<file path="config.mk">
export PLATFORM = sky130hd
export DESIGN_NAME = alu_op_issuer
export DESIGN_NICKNAME = d
export VERILOG_FILES = /design/src/rtl/alu_pkg.sv /design/src/rtl/alu_issuer_fifo.sv /design/src/rtl/alu_op_issuer.sv
export SDC_FILE = /design/constraint.sdc
export NUM_CORES = 1
export LEC_CHECK = 0
export CORE_MARGIN = 3
export CORE_UTILIZATION = 47
export DETAILED_ROUTE_END_ITERATION = 7
export PLACE_DENSITY = 0.81
export SYNTH_ARGS = -nofsm -noshare
export SYNTH_HDL_FRONTEND = slang
export SYNTH_SLANG_ARGS = --single-unit
export TNS_END_PERCENT = 50
</file>
<file path="constraint.sdc">
create_clock -name clk -period 2.4 [get_ports clk]
set_clock_uncertainty 0.2 [all_clocks]
set_input_delay 0.36 -clock clk [delete_from_list [all_inputs] [get_ports clk]]
set_output_delay 0.36 -clock clk [all_outputs]
set_load 0.02 [all_outputs]
</file>
<file path="src/rtl/alu_pkg.sv">
// Shared ALU opcodes, datapath widths and issuer FSM states.
package alu_pkg;

  localparam int unsigned DATA_W = 8;
  localparam int unsigned OP_W   = 4;

  localparam logic [OP_W-1:0] OP_ADDC  = 4'd0;
  localparam logic [OP_W-1:0] OP_SUB   = 4'd1;
  localparam logic [OP_W-1:0] OP_AND   = 4'd2;
  localparam logic [OP_W-1:0] OP_OR    = 4'd3;
  localparam logic [OP_W-1:0] OP_XOR   = 4'd4;
  localparam logic [OP_W-1:0] OP_NOT   = 4'd5;
  localparam logic [OP_W-1:0] OP_PASSA = 4'd6;
  localparam logic [OP_W-1:0] OP_PASSB = 4'd7;
  localparam logic [OP_W-1:0] OP_SHR   = 4'd8;
  localparam logic [OP_W-1:0] OP_SHL   = 4'd9;
  localparam logic [OP_W-1:0] OP_MAX   = 4'd9;

  typedef enum logic [1:0] {
    ST_IDLE = 2'd0,
    ST_EXEC = 2'd1,
    ST_CAPT = 2'd2
  } state_t;

  // Opcodes beyond the defined set are flagged as errors.
  function automatic logic op_is_err(input logic [OP_W-1:0] op);
    return op > OP_MAX;
  endfunction

endpackage

</file>
<file path="src/rtl/alu_issuer_fifo.sv">
// Two-entry result FIFO; head is presented combinationally from storage.
module alu_issuer_fifo #(
  parameter int unsigned WIDTH = 8
) (
  input  logic             clk,
  input  logic             rst,
  input  logic             i_push,
  input  logic [WIDTH-1:0] i_push_data,
  input  logic             i_pop,
  output logic             o_valid_c,
  output logic             o_full_c,
  output logic [WIDTH-1:0] o_head_c
);

  logic [WIDTH-1:0] r_mem [2];
  logic             r_rd_ptr;
  logic             r_wr_ptr;
  logic [1:0]       r_count;
  logic             w_push;
  logic             w_pop;

  assign o_valid_c = (r_count != 2'd0);
  assign o_full_c  = (r_count == 2'd2);
  assign o_head_c  = r_mem[r_rd_ptr];
  assign w_pop     = i_pop & o_valid_c;
  assign w_push    = i_push & (~o_full_c | w_pop);

  // Storage, pointers and occupancy; simultaneous push/pop keeps count.
  always_ff @(posedge clk or posedge rst) begin
    if (rst) begin
      r_mem[0] <= '0;
      r_mem[1] <= '0;
      r_rd_ptr <= 1'b0;
      r_wr_ptr <= 1'b0;
      r_count  <= 2'd0;
    end else begin
      if (w_push) begin
        r_mem[r_wr_ptr] <= i_push_data;
        r_wr_ptr        <= ~r_wr_ptr;
      end
      if (w_pop) begin
        r_rd_ptr <= ~r_rd_ptr;
      end
      case ({w_push, w_pop})
        2'b10:   r_count <= r_count + 2'd1;
        2'b01:   r_count <= r_count - 2'd1;
        default: r_count <= r_count;
      endcase
    end
  end

endmodule

</file>
<file path="src/rtl/alu_op_issuer.sv">
// Issues one command at a time to an external combinational ALU and queues
// tagged results. Optional zero flag per result: ALU_ISSUER_ZFLAG_EN.
module alu_op_issuer
  import alu_pkg::*;
#(
  parameter int unsigned TAG_W = 4
) (
  input  logic              clk,
  input  logic              rst,
  input  logic              cmd_valid,
  output logic              cmd_ready,
  input  logic [OP_W-1:0]   cmd_op,
  input  logic [DATA_W-1:0] cmd_a,
  input  logic [DATA_W-1:0] cmd_b,
  output logic [DATA_W-1:0] alu_a,
  output logic [DATA_W-1:0] alu_b,
  output logic [OP_W-1:0]   alu_op,
  input  logic [DATA_W-1:0] alu_res,
  output logic              rsp_valid,
  input  logic              rsp_ready,
  output logic [DATA_W-1:0] rsp_data,
  output logic [TAG_W-1:0]  rsp_tag,
  output logic              rsp_err
`ifdef ALU_ISSUER_ZFLAG_EN
  ,
  output logic              rsp_zero
`endif
);

`ifdef ALU_ISSUER_ZFLAG_EN
  localparam int unsigned ENTRY_W = DATA_W + TAG_W + 2;
`else
  localparam int unsigned ENTRY_W = DATA_W + TAG_W + 1;
`endif

  state_t              r_state;
  state_t              w_state_nxt;
  logic [DATA_W-1:0]   r_alu_a;
  logic [DATA_W-1:0]   r_alu_b;
  logic [OP_W-1:0]     r_alu_op;
  logic [TAG_W-1:0]    r_tag;
  logic                w_accept;
  logic                w_push;
  logic                w_fifo_valid;
  logic                w_fifo_full;
  logic [ENTRY_W-1:0]  w_push_data;
  logic [ENTRY_W-1:0]  w_head;

  // State register.
  always_ff @(posedge clk or posedge rst) begin
    if (rst) r_state <= ST_IDLE;
    else     r_state <= w_state_nxt;
  end

  // Next-state: accept, one settle cycle, then capture.
  always_comb begin
    w_state_nxt = r_state;
    case (r_state)
      ST_IDLE: if (w_accept) w_state_nxt = ST_EXEC;
      ST_EXEC: w_state_nxt = ST_CAPT;
      ST_CAPT: w_state_nxt = ST_IDLE;
      default: w_state_nxt = ST_IDLE;
    endcase
  end

  // FSM outputs: ready only in IDLE with FIFO room, push in CAPT.
  always_comb begin
    cmd_ready = 1'b0;
    w_push    = 1'b0;
    case (r_state)
      ST_IDLE: cmd_ready = ~w_fifo_full & ~rst;
      ST_CAPT: w_push    = 1'b1;
      default: ;
    endcase
    w_accept = cmd_valid & cmd_ready;
  end

  // ALU operand/opcode registers, held from accept until the next accept.
  always_ff @(posedge clk or posedge rst) begin
    if (rst) begin
      r_alu_a  <= '0;
      r_alu_b  <= '0;
      r_alu_op <= '0;
    end else if (w_accept) begin
      r_alu_a  <= cmd_a;
      r_alu_b  <= cmd_b;
      r_alu_op <= cmd_op;
    end
  end

  // Sequence tag advances on every captured result, wrapping naturally.
  always_ff @(posedge clk or posedge rst) begin
    if (rst)         r_tag <= '0;
    else if (w_push) r_tag <= r_tag + TAG_W'(1);
  end

`ifdef ALU_ISSUER_ZFLAG_EN
  assign w_push_data = {alu_res, r_tag, op_is_err(r_alu_op), (alu_res == DATA_W'(0))};
  assign {rsp_data, rsp_tag, rsp_err, rsp_zero} = w_head;
`else
  assign w_push_data = {alu_res, r_tag, op_is_err(r_alu_op)};
  assign {rsp_data, rsp_tag, rsp_err} = w_head;
`endif

  assign alu_a     = r_alu_a;
  assign alu_b     = r_alu_b;
  assign alu_op    = r_alu_op;
  assign rsp_valid = w_fifo_valid;

  alu_issuer_fifo #(
    .WIDTH (ENTRY_W)
  ) u_fifo (
    .clk         (clk),
    .rst         (rst),
    .i_push      (w_push),
    .i_push_data (w_push_data),
    .i_pop       (rsp_ready),
    .o_valid_c   (w_fifo_valid),
    .o_full_c    (w_fifo_full),
    .o_head_c    (w_head)
  );

endmodule

</file>
### After elaboration in Yosys (flattened, before gate mapping)

Cells that the tools add are included.

| storage, ports and cells | value |
|---|---|
| register bits | 56 |
| bits in latches | 0 |
| memory bits (writable) | 0 |
| memory bits (read-only) | 0 |
| output and inout bits | 35 |
| logic and storage cells | 49 |
| memories | 0 |

| operators by class | value |
|---|---|
| add/sub/neg operators | 3 |
| multiply operators | 0 |
| div/mod/pow operators | 0 |
| magnitude comparators | 4 |
| equality and inequality tests | 6 |
| shift-type cells | 0 |
| mux-type cells | 11 |
| bitwise gates (word level) | 11 |
| reductions and logical operators | 4 |

Operator list:

| cell | count |
|---|---|
| 13-bit two-way mux | 4 |
| 26-bit bitwise mux | 1 |
| 13-bit demux with 1-bit select | 1 |
| 2-bit case mux with 2 select lines | 2 |
| 2-bit == test (second input constant) | 3 |
| 4-bit by 1-bit adder with 4-bit output (second input constant) | 1 |
| 1-bit bitwise AND | 4 |
| 2-bit by 1-bit == test with 1-bit output (second input constant) | 2 |
| 2-bit >= comparator (second input constant) | 2 |
| 4-bit > comparator (second input constant) | 1 |
| 1-bit NOT | 4 |
| 1-bit NOT with 2-bit output | 2 |
| 2-bit nonzero test | 2 |
| 2-bit by 1-bit adder with 2-bit output (second input constant) | 1 |
| 2-bit zero test | 1 |
| 2-bit by 1-bit < comparator with 1-bit output (second input constant) | 1 |
| 1-bit two-way mux | 2 |
| 2-bit two-way mux | 1 |
| 2-bit inequality test (second input constant) | 1 |
| 2-bit by 1-bit subtractor with 2-bit output (second input constant) | 1 |
| 1-bit logical AND | 1 |
| 1-bit bitwise OR | 1 |

### Logic depth before layout (Yosys ltp)

| depth | value |
|---|---|
| word-level depth | 7 |
| mapped depth | 5 |

### Hierarchy

From an unflattened synthesis, not the netlist that was laid out.

| unflattened totals | value |
|---|---|
| cell total of the unflattened synthesis | 151 |
| area total of the unflattened synthesis | 2521.2 um^2 |

By module, submodules not included:

| module | instances | cells each | area an instance (um^2) | seq. area each (um^2) |
|---|---|---|---|---|
| alu_issuer_fifo | 1 | 88 | 1432.6 | 750.7 |
| alu_op_issuer | 1 | 63 | 1088.5 | 650.6 |

### Worst setup path before layout

OpenSTA, ideal clock, no wires.

| timing | value |
|---|---|
| path kind | register -> register |
| start point | reg u_fifo.r_count[1] |
| end point | reg u_fifo.r_mem[13] (netlist bit) |
| setup time | 0.125 ns |
| arrival time | 1.469 ns |
| path slack | 0.606 ns |
| stages on the path, launching flop included | 6 |
| buffers on the path | 2 |
| clock period less this slack | 1.794 ns |
| cells stage by stage | dfrtp_1 nor3b_1 or3_1 buf_2 buf_6 mux2_4 |

| on the way | value |
|---|---|
| cells in the longest elaborated chain, start to end | 4 |
| elaborated cells on any way between the ends | 6 |
| classes of those cells | eq/ne (1); bitwise (4); reduce/logical (1) |

RTL lines:

| element | line | RTL |
|---|---|---|
| start, declared | alu_issuer_fifo.sv:18 | `logic [1:0] r_count;` |
| start signal, assigned | alu_issuer_fifo.sv:45 | `2'b10: r_count <= r_count + 2'd1;` |
| start signal, assigned | alu_issuer_fifo.sv:46 | `2'b01: r_count <= r_count - 2'd1;` |
| start signal, assigned | alu_issuer_fifo.sv:47 | `default: r_count <= r_count;` |
| 2-bit nonzero test / 2-bit == test (equally long branches) | alu_issuer_fifo.sv:22, alu_issuer_fifo.sv:23 |  |
| 1-bit bitwise AND / 1-bit NOT (equally long branches) | alu_issuer_fifo.sv:25, alu_issuer_fifo.sv:26 |  |
| 1-bit bitwise OR (*) | alu_issuer_fifo.sv:26 | `assign w_push = i_push & (~o_full_c \| w_pop);` |
| 1-bit bitwise AND (*) | alu_issuer_fifo.sv:26 |  |
| end signal, assigned by index | alu_issuer_fifo.sv:38 | `r_mem[r_wr_ptr] <= i_push_data;` |
| end, declared | alu_issuer_fifo.sv:15 | `logic [WIDTH-1:0] r_mem [2];` |

Mark *: on every way between the ends. The rest lies on a longest branch, timed or not.
A chain may end at the register's enable or synchronous reset.

### Worst setup path in the final report

| timing | value |
|---|---|
| start point | reg u_fifo.r_rd_ptr |
| end point | out rsp_data[1] |

| on the way | value |
|---|---|
| cells in the longest elaborated chain, start to end | 4 |

RTL lines:

| element | line | RTL |
|---|---|---|
| start, declared | alu_issuer_fifo.sv:16 | `logic r_rd_ptr;` |
| start signal, assigned | alu_issuer_fifo.sv:42 | `r_rd_ptr <= ~r_rd_ptr;` |
| 1-bit NOT with 2-bit output (implied by the code) | alu_issuer_fifo.sv:24 | `assign o_head_c = r_mem[r_rd_ptr];` |
| 13-bit two-way mux (implied by the code) (3 in series) | alu_issuer_fifo.sv:24 |  |
| end, declared | alu_op_issuer.sv:21 | `output logic [DATA_W-1:0] rsp_data,` |

Every way passes these cells. The select of a mux whose other input is x is not followed.

==> impl_metrics.yaml <==
run_status:
  outcome: "finished clean"
timing:
  min_period_over_period_pct: 97.4
  setup_violations: 0
  max_slew_margin_pct: 71.5
  rsz0062_at_grt: "false"
  hold_viol: 0
  finalSetupTns_ns: 0
  min_period_ns: 2.34
  slew_violations: 0
  fmax_mhz: 428
  worstMarginPinSlew_ns: 0.426
place:
  dp.final_hpwl_mm: 3.32
  placedCellCount: 294
  io_buffers: 66
  place.gp.congestion: 0.711
  dpl_cell_area_um2: 3210
pwr:
  combinationalPowerShare_pct: 44.5
  power_density_nw_per_um2: 1100
  switching_share_pct: 31.4
  p_clk_share_pct: 14.1
  seq_power_share_pct: 41.3
  p_leak_nw: 1.42
  p_sw_mw: 1.14
  peakVddDrop_v: 0.000577
  internal-power_mw: 2.49
clock_tree:
  cts_tree: "done"
  htreeDepth: 2
  path_clk_slew_ns: 0.09
  cts_sinks: 56
  ctsRootBufferMaster: "clkbuf_8"
  clock_insertion_delay_worst_skew_ns: 0.31
  cts_buffers: 5
  cts.path.max_buffers: 2
  holdBufCountCts: 0
logic_synthesis:
  synth_seq_cells: 56
  synthCells: 156
  netlist_area_um2: 2370
  syn_nets: 189
  synth_area_per_cell_um2: 15.2
  ys_seq_area_share_pct: 59.2
  synthDistinctLibCells: 27
  yosysWarnings: 0
grt:
  grt_max_degree: 25
  antenna_found_initial: 0
  grt_pass1_wl_mm: 7.71
  overflow: 0
  track_usage_pct: 16.4
  grt_pass1_vias: 1598
floorplanning:
  die_h_um: 77.0
  io_pins: 67
  design.die.area_um2: 5930
  row_count: 25
  die_w_um: 77.0
  start_util_pct: 49.5
  coreArea_um2: 4790
critical_path:
  start_kind: "flop"
  cp.required_ns: 1.84
  setup.worst_path.end_class: "primary output"
  critPathMaxFanout: 11
  cp.arrival_ns: 1.78
  critical_path_class: "reg2out"
layout:
  syn2layout_area_growth_pct: 39.4
  layout-drive-gt1-share_pct: 35.3
  finish.utilization_pct: 69.0
  num-fill-cells: 365
  antennaDiodeCount: 0
  stdcell_area_um2: 3300
  stdcell_count: 302
  fin_nets: 267
routing:
  drc_errors: 0
  wire_per_inst_um: 14.5
  vias: 1490
  wl_mm: 4.37
  vias_per_cell: 4.93
  ant_nets: 0
  drt-initial-drc-count: 32
  drt_pass1_iterations: 2
worst_hold_path:
  hp-class: "in2async"
job:
  drv_cap: 0
-- placed cells by master (no fill, tap or decap) --
master           synthesis  routed
clkdlybuf4s50_1          0      65
dfrtp_1                 56      55
mux2_2                  50      50
mux2_4                   9       9
buf_4                    0       9
nand2_1                  7       7
clkbuf_8                 0       6
xnor2_1                  4       4
nor2b_1                  4       4
buf_12                   0       3
nand2b_1                 2       2
clkbuf_1                 2       2
nor3b_1                  1       1
nand2b_4                 1       1
nor3b_2                  1       1
or3_1                    1       1
or2_2                    1       1
o21ai_0                  1       1
nor2_1                   1       1
a21oi_1                  1       1
a311oi_1                 1       1
nand4_1                  1       1
nor4_4                   0       1
a211oi_1                 1       1
a31oi_1                  1       1
nor4_1                   1       1
inv_2                    0       1
o21a_1                   1       1
ha_1                     1       1
dlygate4sd2_1            0       1
dfrtp_2                  0       1
-- per-stage QoR --
| stage | setup slack, ns | power [mW] | hold WS, ns |
|---|---|---|---|
| 6_report | 0.0616 | 3.62 | 0.229 |
| 5_1_grt | 0.000471 | 3.84 | 0.256 |
| 4_1_cts | 0.0284 | 3.68 | 0.230 |
| 3_5_place_dp | 0.0549 | 3.15 | 0.290 |
| 3_3_place_gp | 0.154 | 3.11 | 0.282 |
| 2_1_floorplan | 0.469 | 2.42 | 0.261 |
-- critical path: stages, from the launching register on --
cell	delay (ns)
dfrtp_2	0.44
buf_12	0.16
mux2_2	0.34
clkdlybuf4s50_1	0.54
-- cells by family after synthesis --
group | share of synthesized area (%)
multiplexers | 29.5
buffers and inverters | 1.80
AND/OR/NAND/NOR | 5.86
adder cells (fa/ha/maj) | 0.528
AO/OA/AOI/OAI | 1.69
flip-flops | 59.2
XOR/XNOR | 1.48
-- routing by layer --
metal / global-route usage [%] / up-vias / part of all wire (%)
met4: 5.87 / 0 / 1.5
met1: 20.2 / 723 / 44
li1: - / 705 / -
met5: 0 / - / 0
met3: 7.75 / 6 / 11
met2: 25.3 / 56 / 44
-- cells in the mapped netlist (all sizes together) --
cell type | n | area [µm²]
a21oi | 1 | 5.00
clkbuf | 2 | 7.51
nor4 | 2 | 18.8
or3 | 1 | 6.26
a31oi | 1 | 6.26
inv | 1 | 3.75
o21a | 1 | 7.51
dfrtp | 56 | 1400
nor2b | 4 | 25.0
buf | 5 | 31.3
nand4 | 1 | 6.26
mux2 | 59 | 698
nand2b | 3 | 26.3
nor3b | 2 | 20.0
o21ai | 1 | 5.00
nand2 | 7 | 26.3
a211oi | 1 | 7.51
xnor2 | 4 | 35.0
or2 | 1 | 6.26
nor2 | 1 | 3.75
a311oi | 1 | 8.76
ha | 1 | 12.5
-- power by group through the flow --
stage                     logic (mW)  clock network, mW  registers (mW)
after global placement          1.61                  0            1.50
after floorplan                0.872                  0            1.55
after CTS                       1.64              0.534            1.50
after detailed placement        1.63                  0            1.52
final                           1.61              0.512            1.50
after global routing            1.72              0.566            1.55
-- final cells by class --
class / instances / area (µm²) / area share (%)
multi-input cells: 92 / 933 / 28.3
well taps: 67 / 83.8 / 2.54
clock buffers: 8 / 90.1 / 2.73
flip-flops and latches: 56 / 1400 / 42.5
repair buffers: 78 / 787 / 23.8
inverters: 1 / 3.75 / 0.114
-- flip-flops by register name, indices dropped and copies added (netlist names) --
signal	flops
u_fifo.r_count	2
u_fifo.r_mem	26
r_state	2
u_fifo.r_rd_ptr	1
alu_b	8
alu_a	8
alu_op	4
u_fifo.r_wr_ptr	1
r_tag	4
-- path summary, 6_finish.rpt --
kind                                               start                      endpoint  slack [ns]  depth (start not counted)
setup / recovery             u_fifo.r_rd_ptr$_DFFE_PP0P_                   rsp_data[1]        0.06                          3
hold / removal                                       rst          alu_b[4]$_DFFE_PP0P_        0.23                          2
setup reg to reg           u_fifo.r_count[0]$_DFFE_PP0P_  u_fifo.r_mem[24]$_DFFE_PP0P_        0.51                          4
hold reg to reg                     r_tag[3]$_DFFE_PP0N_          r_tag[3]$_DFFE_PP0N_        0.30                          1
max in group asynchronous                            rst  u_fifo.r_mem[23]$_DFFE_PP0P_        1.31                          3
min in group clk                    r_tag[3]$_DFFE_PP0N_          r_tag[3]$_DFFE_PP0N_        0.30                          1
-- timing repair --
action                     4_1_cts  5_1_grt
gates resized for setup          2        0
setup endpoints to repair       12        0
buffers inserted                 0        0
Power figures use the tool's default switching activity.
